File: config.mk
export PLATFORM = sky130hd
export DESIGN_NAME = uart_dec_rx_flat
export DESIGN_NICKNAME = d
export VERILOG_FILES = /design/src/rtl/uart_dec_rx_pkg.sv /design/src/rtl/uart_dec_rx_if.sv /design/src/rtl/uart_rx.sv /design/src/rtl/uart_dec_rx.sv /design/src/flat_wrapper.sv
export SDC_FILE = /design/constraint.sdc
export NUM_CORES = 1
export LEC_CHECK = 0
export BUFFER_PORTS_ARGS = -buffer_cell sky130_fd_sc_hd__buf_4
export CAP_MARGIN = 25
export CORE_MARGIN = 2
export CORE_UTILIZATION = 47
export DETAILED_ROUTE_END_ITERATION = 10
export PLACE_DENSITY = 0.63
export SETUP_SLACK_MARGIN = 0.4
export SYNTH_ARGS = -nofsm -noshare
export SYNTH_HDL_FRONTEND = slang
export SYNTH_SLANG_ARGS = --single-unit
File: constraint.sdc
create_clock -name sys_clk -period 6.5 [get_ports sys_clk]
set_input_delay 0.65 -clock sys_clk [delete_from_list [all_inputs] [get_ports sys_clk]]
set_output_delay 0.65 -clock sys_clk [all_outputs]
set_load 0.02 [all_outputs]
File: src/rtl/uart_dec_rx_pkg.sv
// Shared constants and state encodings for the decimal-ASCII UART blocks
// (receiver and transmitter sides).
package uart_dec_rx_pkg;

  localparam logic [7:0] ASCII_CR = 8'h0D;
  localparam logic [7:0] ASCII_LF = 8'h0A;
  localparam logic [7:0] ASCII_0  = 8'h30;
  localparam logic [7:0] ASCII_9  = 8'h39;

  typedef enum logic [1:0] {RX_IDLE, RX_START, RX_DATA, RX_STOP} rx_state_t;
  typedef enum logic [1:0] {P_WAIT, P_ACCUM, P_DISCARD} parse_state_t;

  function automatic logic is_digit(input logic [7:0] b);
    return (b >= ASCII_0) && (b <= ASCII_9);
  endfunction

endpackage

File: src/rtl/uart_dec_rx_if.sv
// Serial input and parsed-value outputs of the decimal UART receiver.
interface uart_dec_rx_if;
  logic        uart_rxd;
  logic [15:0] data_out;
  logic        data_valid;
  logic        data_err;

  modport master (output uart_rxd, input data_out, data_valid, data_err);
  modport slave  (input uart_rxd, output data_out, data_valid, data_err);
endinterface

File: src/rtl/uart_rx.sv
// 8N1 byte receiver: synchronizes uart_rxd, samples at bit centers and
// reports each byte with a one-cycle rx_done plus a stop-bit frame_err flag.
module uart_rx
  import uart_dec_rx_pkg::*;
#(
  parameter int CLK_FREQ  = 50_000_000,
  parameter int BAUD_RATE = 115200
) (
  input  logic       sys_clk,
  input  logic       sys_rst,
  input  logic       uart_rxd,
  output logic [7:0] rx_byte,
  output logic       rx_done,
  output logic       frame_err
);

  localparam int CLKS_PER_BIT = CLK_FREQ / BAUD_RATE;
  localparam int CNT_W        = $clog2(CLKS_PER_BIT + 1);
  localparam logic [CNT_W-1:0] HALF_M1 = CNT_W'(CLKS_PER_BIT / 2 - 1);
  localparam logic [CNT_W-1:0] FULL_M1 = CNT_W'(CLKS_PER_BIT - 1);

  rx_state_t        state_q, state_d;
  logic [1:0]       sync_q, sync_d;
  logic             prev_q, prev_d;
  logic [CNT_W-1:0] cnt_q, cnt_d;
  logic [2:0]       bit_q, bit_d;
  logic [7:0]       shift_q, shift_d;
  logic             done_q, done_d;
  logic             ferr_q, ferr_d;
  logic             rxd_s;

  assign rxd_s = sync_q[1];

  always_comb begin
    sync_d  = {sync_q[0], uart_rxd};
    prev_d  = rxd_s;
    state_d = state_q;
    cnt_d   = cnt_q;
    bit_d   = bit_q;
    shift_d = shift_q;
    done_d  = 1'b0;
    ferr_d  = ferr_q;
    unique case (state_q)
      RX_IDLE: begin
        cnt_d = '0;
        bit_d = '0;
        if (prev_q && !rxd_s) state_d = RX_START;
      end
      RX_START: begin
        if (cnt_q == HALF_M1) begin
          cnt_d   = '0;
          // A start bit that is already high again at mid-bit was a glitch.
          state_d = rxd_s ? RX_IDLE : RX_DATA;
        end else begin
          cnt_d = cnt_q + 1'b1;
        end
      end
      RX_DATA: begin
        if (cnt_q == FULL_M1) begin
          cnt_d   = '0;
          shift_d = {rxd_s, shift_q[7:1]};
          bit_d   = bit_q + 1'b1;
          if (bit_q == 3'd7) state_d = RX_STOP;
        end else begin
          cnt_d = cnt_q + 1'b1;
        end
      end
      RX_STOP: begin
        if (cnt_q == FULL_M1) begin
          done_d  = 1'b1;
          ferr_d  = !rxd_s;
          state_d = RX_IDLE;
        end else begin
          cnt_d = cnt_q + 1'b1;
        end
      end
      default: state_d = RX_IDLE;
    endcase
  end

  always_ff @(posedge sys_clk or posedge sys_rst) begin
    if (sys_rst) begin
      state_q <= RX_IDLE;
      sync_q  <= 2'b11;
      prev_q  <= 1'b1;
      cnt_q   <= '0;
      bit_q   <= '0;
      shift_q <= '0;
      done_q  <= 1'b0;
      ferr_q  <= 1'b0;
    end else begin
      state_q <= state_d;
      sync_q  <= sync_d;
      prev_q  <= prev_d;
      cnt_q   <= cnt_d;
      bit_q   <= bit_d;
      shift_q <= shift_d;
      done_q  <= done_d;
      ferr_q  <= ferr_d;
    end
  end

  assign rx_byte   = shift_q;
  assign rx_done   = done_q;
  assign frame_err = ferr_q;

endmodule

File: src/rtl/uart_dec_rx.sv
// Decimal line receiver: turns CR-terminated lines of 1..MAX_DIGITS ASCII
// digits into a 16-bit value with valid / error strobes.
module uart_dec_rx
  import uart_dec_rx_pkg::*;
#(
  parameter int CLK_FREQ   = 50_000_000,
  parameter int BAUD_RATE  = 115200,
  parameter int MAX_DIGITS = 5
) (
  input logic          sys_clk,
  input logic          sys_rst,
  uart_dec_rx_if.slave bus
);

  localparam int DCNT_W = $clog2(MAX_DIGITS + 1);

  logic [7:0] rx_byte;
  logic       rx_done;
  logic       frame_err;

  uart_rx #(
    .CLK_FREQ  (CLK_FREQ),
    .BAUD_RATE (BAUD_RATE)
  ) u_rx (
    .sys_clk   (sys_clk),
    .sys_rst   (sys_rst),
    .uart_rxd  (bus.uart_rxd),
    .rx_byte   (rx_byte),
    .rx_done   (rx_done),
    .frame_err (frame_err)
  );

  // acc*10 + digit, wide enough that an overflowing digit is still visible.
  function automatic logic [20:0] mul10_add(input logic [16:0] acc, input logic [7:0] b);
    logic [20:0] a;
    a = {4'b0, acc};
    return (a << 3) + (a << 1) + 21'(b - ASCII_0);
  endfunction

  parse_state_t      pstate_q, pstate_d;
  logic [16:0]       acc_q, acc_d;
  logic [DCNT_W-1:0] dcnt_q, dcnt_d;
  logic [15:0]       data_out_q, data_out_d;
  logic              data_valid_q, data_valid_d;
  logic              data_err_q, data_err_d;
  logic [20:0]       next_acc;

  always_comb begin
    pstate_d     = pstate_q;
    acc_d        = acc_q;
    dcnt_d       = dcnt_q;
    data_out_d   = data_out_q;
    data_valid_d = 1'b0;
    data_err_d   = 1'b0;
    next_acc     = mul10_add(acc_q, rx_byte);
    if (rx_done) begin
      if (pstate_q == P_DISCARD) begin
        if (rx_byte == ASCII_CR) begin
          data_err_d = 1'b1;
          acc_d      = '0;
          dcnt_d     = '0;
          pstate_d   = P_WAIT;
        end
      end else if (frame_err) begin
        pstate_d = P_DISCARD;
      end else if (is_digit(rx_byte)) begin
        if ((dcnt_q >= DCNT_W'(MAX_DIGITS)) || (next_acc > 21'd65535)) begin
          pstate_d = P_DISCARD;
        end else begin
          acc_d    = next_acc[16:0];
          dcnt_d   = dcnt_q + 1'b1;
          pstate_d = P_ACCUM;
        end
      end else if (rx_byte == ASCII_CR) begin
        // An empty line (CR while still in WAIT) is silently accepted.
        if (pstate_q == P_ACCUM) begin
          data_out_d   = acc_q[15:0];
          data_valid_d = 1'b1;
          acc_d        = '0;
          dcnt_d       = '0;
          pstate_d     = P_WAIT;
        end
      end else if (rx_byte != ASCII_LF) begin
        pstate_d = P_DISCARD;
      end
    end
  end

  always_ff @(posedge sys_clk or posedge sys_rst) begin
    if (sys_rst) begin
      pstate_q     <= P_WAIT;
      acc_q        <= '0;
      dcnt_q       <= '0;
      data_out_q   <= '0;
      data_valid_q <= 1'b0;
      data_err_q   <= 1'b0;
    end else begin
      pstate_q     <= pstate_d;
      acc_q        <= acc_d;
      dcnt_q       <= dcnt_d;
      data_out_q   <= data_out_d;
      data_valid_q <= data_valid_d;
      data_err_q   <= data_err_d;
    end
  end

  assign bus.data_out   = data_out_q;
  assign bus.data_valid = data_valid_q;
  assign bus.data_err   = data_err_q;

endmodule

File: src/flat_wrapper.sv
// flat-port wrapper written by rule: the top's interface ports become plain ports
module uart_dec_rx_flat import uart_dec_rx_pkg::*;
#(
  parameter int CLK_FREQ   = 50_000_000,
  parameter int BAUD_RATE  = 115200,
  parameter int MAX_DIGITS = 5
)
  (sys_clk, sys_rst, bus_uart_rxd, bus_data_out, bus_data_valid, bus_data_err);
  uart_dec_rx_if bus_i ();
  input logic sys_clk;
  input logic sys_rst;
  input wire logic [$bits(bus_i.uart_rxd)-1:0] bus_uart_rxd;
  output wire logic [$bits(bus_i.data_out)-1:0] bus_data_out;
  output wire logic [$bits(bus_i.data_valid)-1:0] bus_data_valid;
  output wire logic [$bits(bus_i.data_err)-1:0] bus_data_err;
  assign bus_i.uart_rxd = bus_uart_rxd;
  assign bus_data_out = bus_i.data_out;
  assign bus_data_valid = bus_i.data_valid;
  assign bus_data_err = bus_i.data_err;
  uart_dec_rx #(.CLK_FREQ(CLK_FREQ), .BAUD_RATE(BAUD_RATE), .MAX_DIGITS(MAX_DIGITS)) u_core (.sys_clk(sys_clk), .sys_rst(sys_rst), .bus(bus_i));
endmodule
==> impl_results.html <==
<table>
<tr><th>Metric</th><th>Value</th></tr>
<tr><th colspan="2">STA</th></tr>
<tr><td>Min cycle time layout</td><td>roughly 4.5 ns</td></tr>
<tr><td>Final setup violation count</td><td>0</td></tr>
<tr><td>Final Skew</td><td>between 0.01 and 0.015 ns</td></tr>
<tr><td>Fin crit share</td><td>0.700</td></tr>
<tr><td>Number of hold violations in the final report</td><td>0</td></tr>
<tr><td>Fin worst setup slack</td><td>1.95 ns</td></tr>
<tr><td>Sum of negative setup slack</td><td>0 ns</td></tr>
<tr><td>Final Slew Violations</td><td>0</td></tr>
<tr><td>Unrepaired setup endpoints after global routing</td><td>false</td></tr>
<tr><td>Worst slew pin tran</td><td>0.904 ns</td></tr>
<tr><td>Relative slew slack</td><td>0.397</td></tr>
<tr><td>Fmax</td><td>~0.22 GHz</td></tr>
<tr><th colspan="2">Power</th></tr>
<tr><td>Power per unit of standard cell area</td><td>175 nW/um^2</td></tr>
<tr><td>Static leakage</td><td>about 2.3 nW</td></tr>
<tr><td>VDD IR-drop max</td><td>0.0000946 V</td></tr>
<tr><td>Comb power frac</td><td>0.035</td></tr>
<tr><td>Portion of total power attributed to the clock network</td><td>0.441</td></tr>
<tr><td>Part of the total power dissipated in sequential elements</td><td>0.524</td></tr>
<tr><td>Internal power of the cells</td><td>~0.63 mW</td></tr>
<tr><td>Switch share</td><td>0.233</td></tr>
<tr><td>Power Total</td><td>a little over 0.8 mW</td></tr>
<tr><td>Total net switching power</td><td>0.192 mW</td></tr>
<tr><th colspan="2">Final layout</th></tr>
<tr><td>Final Net Count</td><td>between 400 and 500</td></tr>
<tr><td>Fill cell instance count of the final layout</td><td>~800</td></tr>
<tr><td>Final core occ</td><td>0.538</td></tr>
<tr><td>Share of post-route cells with drive strength above 1</td><td>0.194</td></tr>
<tr><td>Area Overhead vs Synth</td><td>11.5%</td></tr>
<tr><td>Area of all placed cells without fillers</td><td>4690 sq um</td></tr>
<tr><td>Antenna Cells</td><td>0</td></tr>
<tr><th colspan="2">Setup path</th></tr>
<tr><td>Cell depth of the worst flop-to-flop path</td><td>14</td></tr>
<tr><td>Worst Setup EP</td><td>u_core.acc_q[4]$_DFFE_PP0P_</td></tr>
<tr><td>Critical Path Max Stage Delay</td><td>0.72 ns</td></tr>
<tr><td>Worst setup slack for register-to-register paths</td><td>1.95 ns</td></tr>
<tr><td>Critical path start-end classification</td><td>reg -&gt; reg</td></tr>
<tr><td>Number of buffer and inverter instances along the worst setup path</td><td>1</td></tr>
<tr><td>Capturing point of the worst reg2reg path</td><td>u_core.acc_q[4]$_DFFE_PP0P_</td></tr>
<tr><td>Highest net fanout along the worst path</td><td>19</td></tr>
<tr><td>CP Capture Type</td><td>register</td></tr>
<tr><td>CP Launch Type</td><td>register</td></tr>
<tr><td>Family with the most delay on the worst path</td><td>simple AND/OR/NAND/NOR gates</td></tr>
<tr><td>Worst path slowest cell</td><td>sky130_fd_sc_hd__and2_1</td></tr>
<tr><td>Crit path cell chain</td><td>ha_1 &gt; nor3_2 &gt; buf_6 &gt; fa_1 &gt; ha_1 &gt; a21oi_1 &gt; o21ai_1 &gt; nor3_2 &gt; a21oi_2 &gt; or3_1 &gt; a221oi_2 &gt; nor4b_4 &gt; and2_1 &gt; a32o_1</td></tr>
<tr><td>R2R Path Start</td><td>u_core.u_rx.rx_byte[4]$_DFFE_PP0P_</td></tr>
<tr><td>Crit. path cell count</td><td>14</td></tr>
<tr><td>Worst Setup SP</td><td>u_core.u_rx.rx_byte[4]$_DFFE_PP0P_</td></tr>
<tr><td>CP arrival</td><td>4.83 ns</td></tr>
<tr><td>Endpoint required time on the critical path</td><td>6.78 ns</td></tr>
<tr><th colspan="2">Yosys</th></tr>
<tr><td>Avg Synthesized Cell Area</td><td>10.8 sq um</td></tr>
<tr><td>Synthesized flop and latch total</td><td>67</td></tr>
<tr><td>Share of flip-flops with an asynchronous set or reset after synthesis</td><td>1.00</td></tr>
<tr><td>Mapped Area</td><td>around 4200 sq um</td></tr>
<tr><td>Yosys top cell by area</td><td>sky130_fd_sc_hd__dfrtp_1</td></tr>
<tr><td>Leading register cell type out of synthesis</td><td>sky130_fd_sc_hd__dfrtp_1</td></tr>
<tr><td>Area contributors post-synth</td><td>sky130_fd_sc_hd__dfrtp_1, sky130_fd_sc_hd__ha_1, sky130_fd_sc_hd__fa_1, sky130_fd_sc_hd__mux2_2, sky130_fd_sc_hd__a22o_1</td></tr>
<tr><td>EDFF count, synth</td><td>0</td></tr>
<tr><td>Area fraction of the dominant cell type after synthesis</td><td>0.380</td></tr>
<tr><td>Most frequent cell after synthesis</td><td>sky130_fd_sc_hd__dfrtp_1</td></tr>
<tr><td>Yosys synthesis warning count</td><td>0</td></tr>
<tr><td>Synthesized netlist cell count</td><td>approximately 400</td></tr>
<tr><td>Number of nets produced by synthesis</td><td>between 400 and 500</td></tr>
<tr><td>Sequential area share after synthesis</td><td>0.399</td></tr>
<tr><td>Leading post-synthesis cells by instance count</td><td>sky130_fd_sc_hd__dfrtp_1, sky130_fd_sc_hd__inv_1, sky130_fd_sc_hd__ha_1</td></tr>
<tr><td>Distinct cells, synth</td><td>58</td></tr>
<tr><th colspan="2">Placement</th></tr>
<tr><td>Post-place instance area</td><td>~4500 sq um</td></tr>
<tr><td>Final weighted congestion in routability-driven placement</td><td>0.843</td></tr>
<tr><td>Minimum setup slack after placement</td><td>approximately 1.9 ns</td></tr>
<tr><td>Number of input and output port buffers inserted</td><td>20</td></tr>
<tr><td>Placed wire-length estimate after detailed placement</td><td>roughly 5600 um</td></tr>
<tr><th colspan="2">Global routing</th></tr>
<tr><td>Number of antenna violations at the first check in global routing</td><td>0</td></tr>
<tr><td>Number of global-route vias before repair</td><td>2904</td></tr>
<tr><td>Global route total overflow</td><td>0</td></tr>
<tr><td>Pin count of the biggest net entering global routing</td><td>68</td></tr>
<tr><td>First-pass GRT wire length</td><td>~14000 um</td></tr>
<tr><td>GRT Util Overall</td><td>0.180</td></tr>
<tr><th colspan="2">Run status</th></tr>
<tr><td>Outcome</td><td>completed</td></tr>
<tr><th colspan="2">CTS</th></tr>
<tr><td>Post-cts gate resize count</td><td>0</td></tr>
<tr><td>CTS sink cnt</td><td>67</td></tr>
<tr><td>Clock insertion delay at the later pin of the skew report</td><td>~0.35 ns</td></tr>
<tr><td>CTS tree</td><td>yes</td></tr>
<tr><td>Number of H-tree levels</td><td>3</td></tr>
<tr><td>Reg clk slew, reported paths</td><td>around 0.070 ns</td></tr>
<tr><td>Hold_buf cts</td><td>0</td></tr>
<tr><td>Library cell used as clock root buffer</td><td>sky130_fd_sc_hd__clkbuf_8</td></tr>
<tr><td>Number of buffers inserted by post-CTS setup repair</td><td>0</td></tr>
<tr><td>Total CTS buffers</td><td>9</td></tr>
<tr><td>CTS max path bufs</td><td>2</td></tr>
<tr><th colspan="2">Route</th></tr>
<tr><td>Starting DRC count in detailed routing</td><td>77</td></tr>
<tr><td>Total wirelength of the detailed-routed design</td><td>between 7000 and 8000 um</td></tr>
<tr><td>Remaining antenna violation count after routing</td><td>0</td></tr>
<tr><td>Average routed wire per standard cell</td><td>between 10 and 15 um</td></tr>
<tr><td>Via/cell ratio</td><td>between 5 and 6</td></tr>
<tr><td>Pre-antenna DRT Iters</td><td>4</td></tr>
<tr><td>DRC</td><td>0</td></tr>
<tr><td>Total via count in the routed design</td><td>between 2000 and 3000</td></tr>
<tr><th colspan="2">Floorplanning</th></tr>
<tr><td>Number of top-level design ports</td><td>21</td></tr>
<tr><td>X dimension of the die</td><td>approximately 99 um</td></tr>
<tr><td>Initial core utilization</td><td>0.483</td></tr>
<tr><td>Row cnt</td><td>34</td></tr>
<tr><td>Area of the die</td><td>~9700 sq um</td></tr>
<tr><td>Placeable core region</td><td>roughly 8700 sq um</td></tr>
<tr><td>Die outline height</td><td>98.6 um</td></tr>
<tr><th colspan="2">Min path</th></tr>
<tr><td>Kind of path behind the tightest hold check</td><td>reg -&gt; reg</td></tr>
<tr><th colspan="2">Run</th></tr>
<tr><td>Reported max-cap violation count</td><td>0</td></tr>
</table>
==> layout by cell type, fill, tap and decap left out, types with 2 or more instances in the layout <==
| master | Yosys | final |
|---|---|---|
| sky130_fd_sc_hd__fa_1 | 16 | 16 |
| sky130_fd_sc_hd__nand3b_1 | 3 | 3 |
| sky130_fd_sc_hd__nor3_1 | 4 | 3 |
| sky130_fd_sc_hd__a32o_1 | 2 | 2 |
| sky130_fd_sc_hd__a22o_1 | 18 | 18 |
| sky130_fd_sc_hd__nand2b_1 | 7 | 7 |
| sky130_fd_sc_hd__nand4_1 | 4 | 4 |
| sky130_fd_sc_hd__a21oi_1 | 22 | 22 |
| sky130_fd_sc_hd__nor3_2 | 1 | 2 |
| sky130_fd_sc_hd__a21oi_2 | 2 | 2 |
| sky130_fd_sc_hd__a21o_1 | 8 | 8 |
| sky130_fd_sc_hd__o21ai_1 | 3 | 3 |
| sky130_fd_sc_hd__ha_1 | 31 | 31 |
| sky130_fd_sc_hd__xor2_1 | 10 | 10 |
| sky130_fd_sc_hd__a31oi_1 | 2 | 2 |
| sky130_fd_sc_hd__xnor2_1 | 13 | 13 |
| sky130_fd_sc_hd__clkbuf_8 | 0 | 11 |
| sky130_fd_sc_hd__nand3_1 | 9 | 9 |
| sky130_fd_sc_hd__buf_4 | 1 | 22 |
| sky130_fd_sc_hd__dfrtp_1 | 64 | 64 |
| sky130_fd_sc_hd__a211oi_2 | 2 | 2 |
| sky130_fd_sc_hd__or3_1 | 3 | 3 |
| sky130_fd_sc_hd__inv_1 | 37 | 36 |
| sky130_fd_sc_hd__nand2_1 | 26 | 26 |
| sky130_fd_sc_hd__clkinvlp_4 | 0 | 2 |
| sky130_fd_sc_hd__nor2b_1 | 2 | 2 |
| sky130_fd_sc_hd__o21ai_0 | 13 | 13 |
| sky130_fd_sc_hd__nor2_1 | 24 | 24 |
| sky130_fd_sc_hd__and2_1 | 4 | 4 |
| sky130_fd_sc_hd__mux2_2 | 24 | 24 |
| sky130_fd_sc_hd__dfstp_2 | 3 | 3 |
==> area by class of cell <==
type / instances / area [sq um] / area share
repair buffers: 23 / 176 / 0.0376
well taps: 108 / 135 / 0.0288
inverters: 37 / 139 / 0.0296
clock inverters: 4 / 50.0 / 0.0107
clock buffers: 12 / 155 / 0.0330
multi-input cells: 279 / 2360 / 0.502
flip-flops and latches: 67 / 1680 / 0.358
==> power groups by stage <==
stage	Sequential [mW]	Clock (mW)	Combinational, mW
after detailed placement	0.439	0	0.0303
after floorplan	0.436	0	0.0244
final	0.431	0.362	0.0292
after CTS	0.431	0.377	0.0302
after global placement	0.439	0	0.0302
after global routing	0.432	0.392	0.0349
==> kinds of logic (layout without fill, tap and decap cells) <==
kind of cell	count (synthesis)	count (layout)	share of synthesized area
flip-flops	67	67	0.399
AND/OR/NAND/NOR	98	98	0.123
adder cells (fa/ha/maj)	47	47	0.168
XOR/XNOR	23	23	0.0478
AO/OA/AOI/OAI	87	87	0.154
multiplexers	24	24	0.0642
buffers and inverters	44	76	0.0440
==> flip-flops by register name, indices dropped and copies added (netlist names), named ones only <==
register,cells
u_core.dcnt_q,3
u_core.pstate_q,2
u_core.u_rx.prev_q,1
u_core.bus.data_valid,1
u_core.acc_q,17
u_core.u_rx.rx_byte,8
u_core.u_rx.frame_err,1
u_core.bus.data_err,1
u_core.u_rx.cnt_q,9
u_core.u_rx.rx_done,1
u_core.u_rx.bit_q,3
u_core.bus.data_out,16
u_core.u_rx.state_q,1
u_core.u_rx.sync_q,2
==> routing by layer <==
layer | global-route usage | wire (um) | vias up | share of wire
li1 | - | - | 1426 | -
met1 | 0.248 | 4040 | 1386 | 0.52
met2 | 0.284 | 3530 | 29 | 0.45
met3 | 0.0298 | 180 | 6 | 0.023
met4 | 0.0759 | 93 | 0 | 0.012
met5 | 0 | 0 | - | 0
==> stage by stage <==
stage	hold WS [ns]	cells
finish	0.357	530
global route	0.362	530
CTS	0.360	530
detailed placement	0.348	514
global placement	0.347	513
floorplan	0.345	390
==> worst min-delay path by stage <==
| stage | end | slack (ns) | cells past startpoint | startpoint |
|---|---|---|---|---|
| floorplan | u_core.u_rx.sync_q[1]$_DFF_PP1_ | 0.35 | 0 | u_core.u_rx.sync_q[0]$_DFF_PP1_ |
| global placement | u_core.u_rx.sync_q[1]$_DFF_PP1_ | 0.35 | 0 | u_core.u_rx.sync_q[0]$_DFF_PP1_ |
| detailed placement | u_core.u_rx.sync_q[1]$_DFF_PP1_ | 0.35 | 0 | u_core.u_rx.sync_q[0]$_DFF_PP1_ |
| CTS | u_core.u_rx.sync_q[1]$_DFF_PP1_ | 0.36 | 0 | u_core.u_rx.sync_q[0]$_DFF_PP1_ |
| global route | u_core.u_rx.sync_q[1]$_DFF_PP1_ | 0.36 | 0 | u_core.u_rx.sync_q[0]$_DFF_PP1_ |
| finish | u_core.u_rx.sync_q[1]$_DFF_PP1_ | 0.36 | 0 | u_core.u_rx.sync_q[0]$_DFF_PP1_ |
No activity file was read; power rests on OpenSTA's default activity.
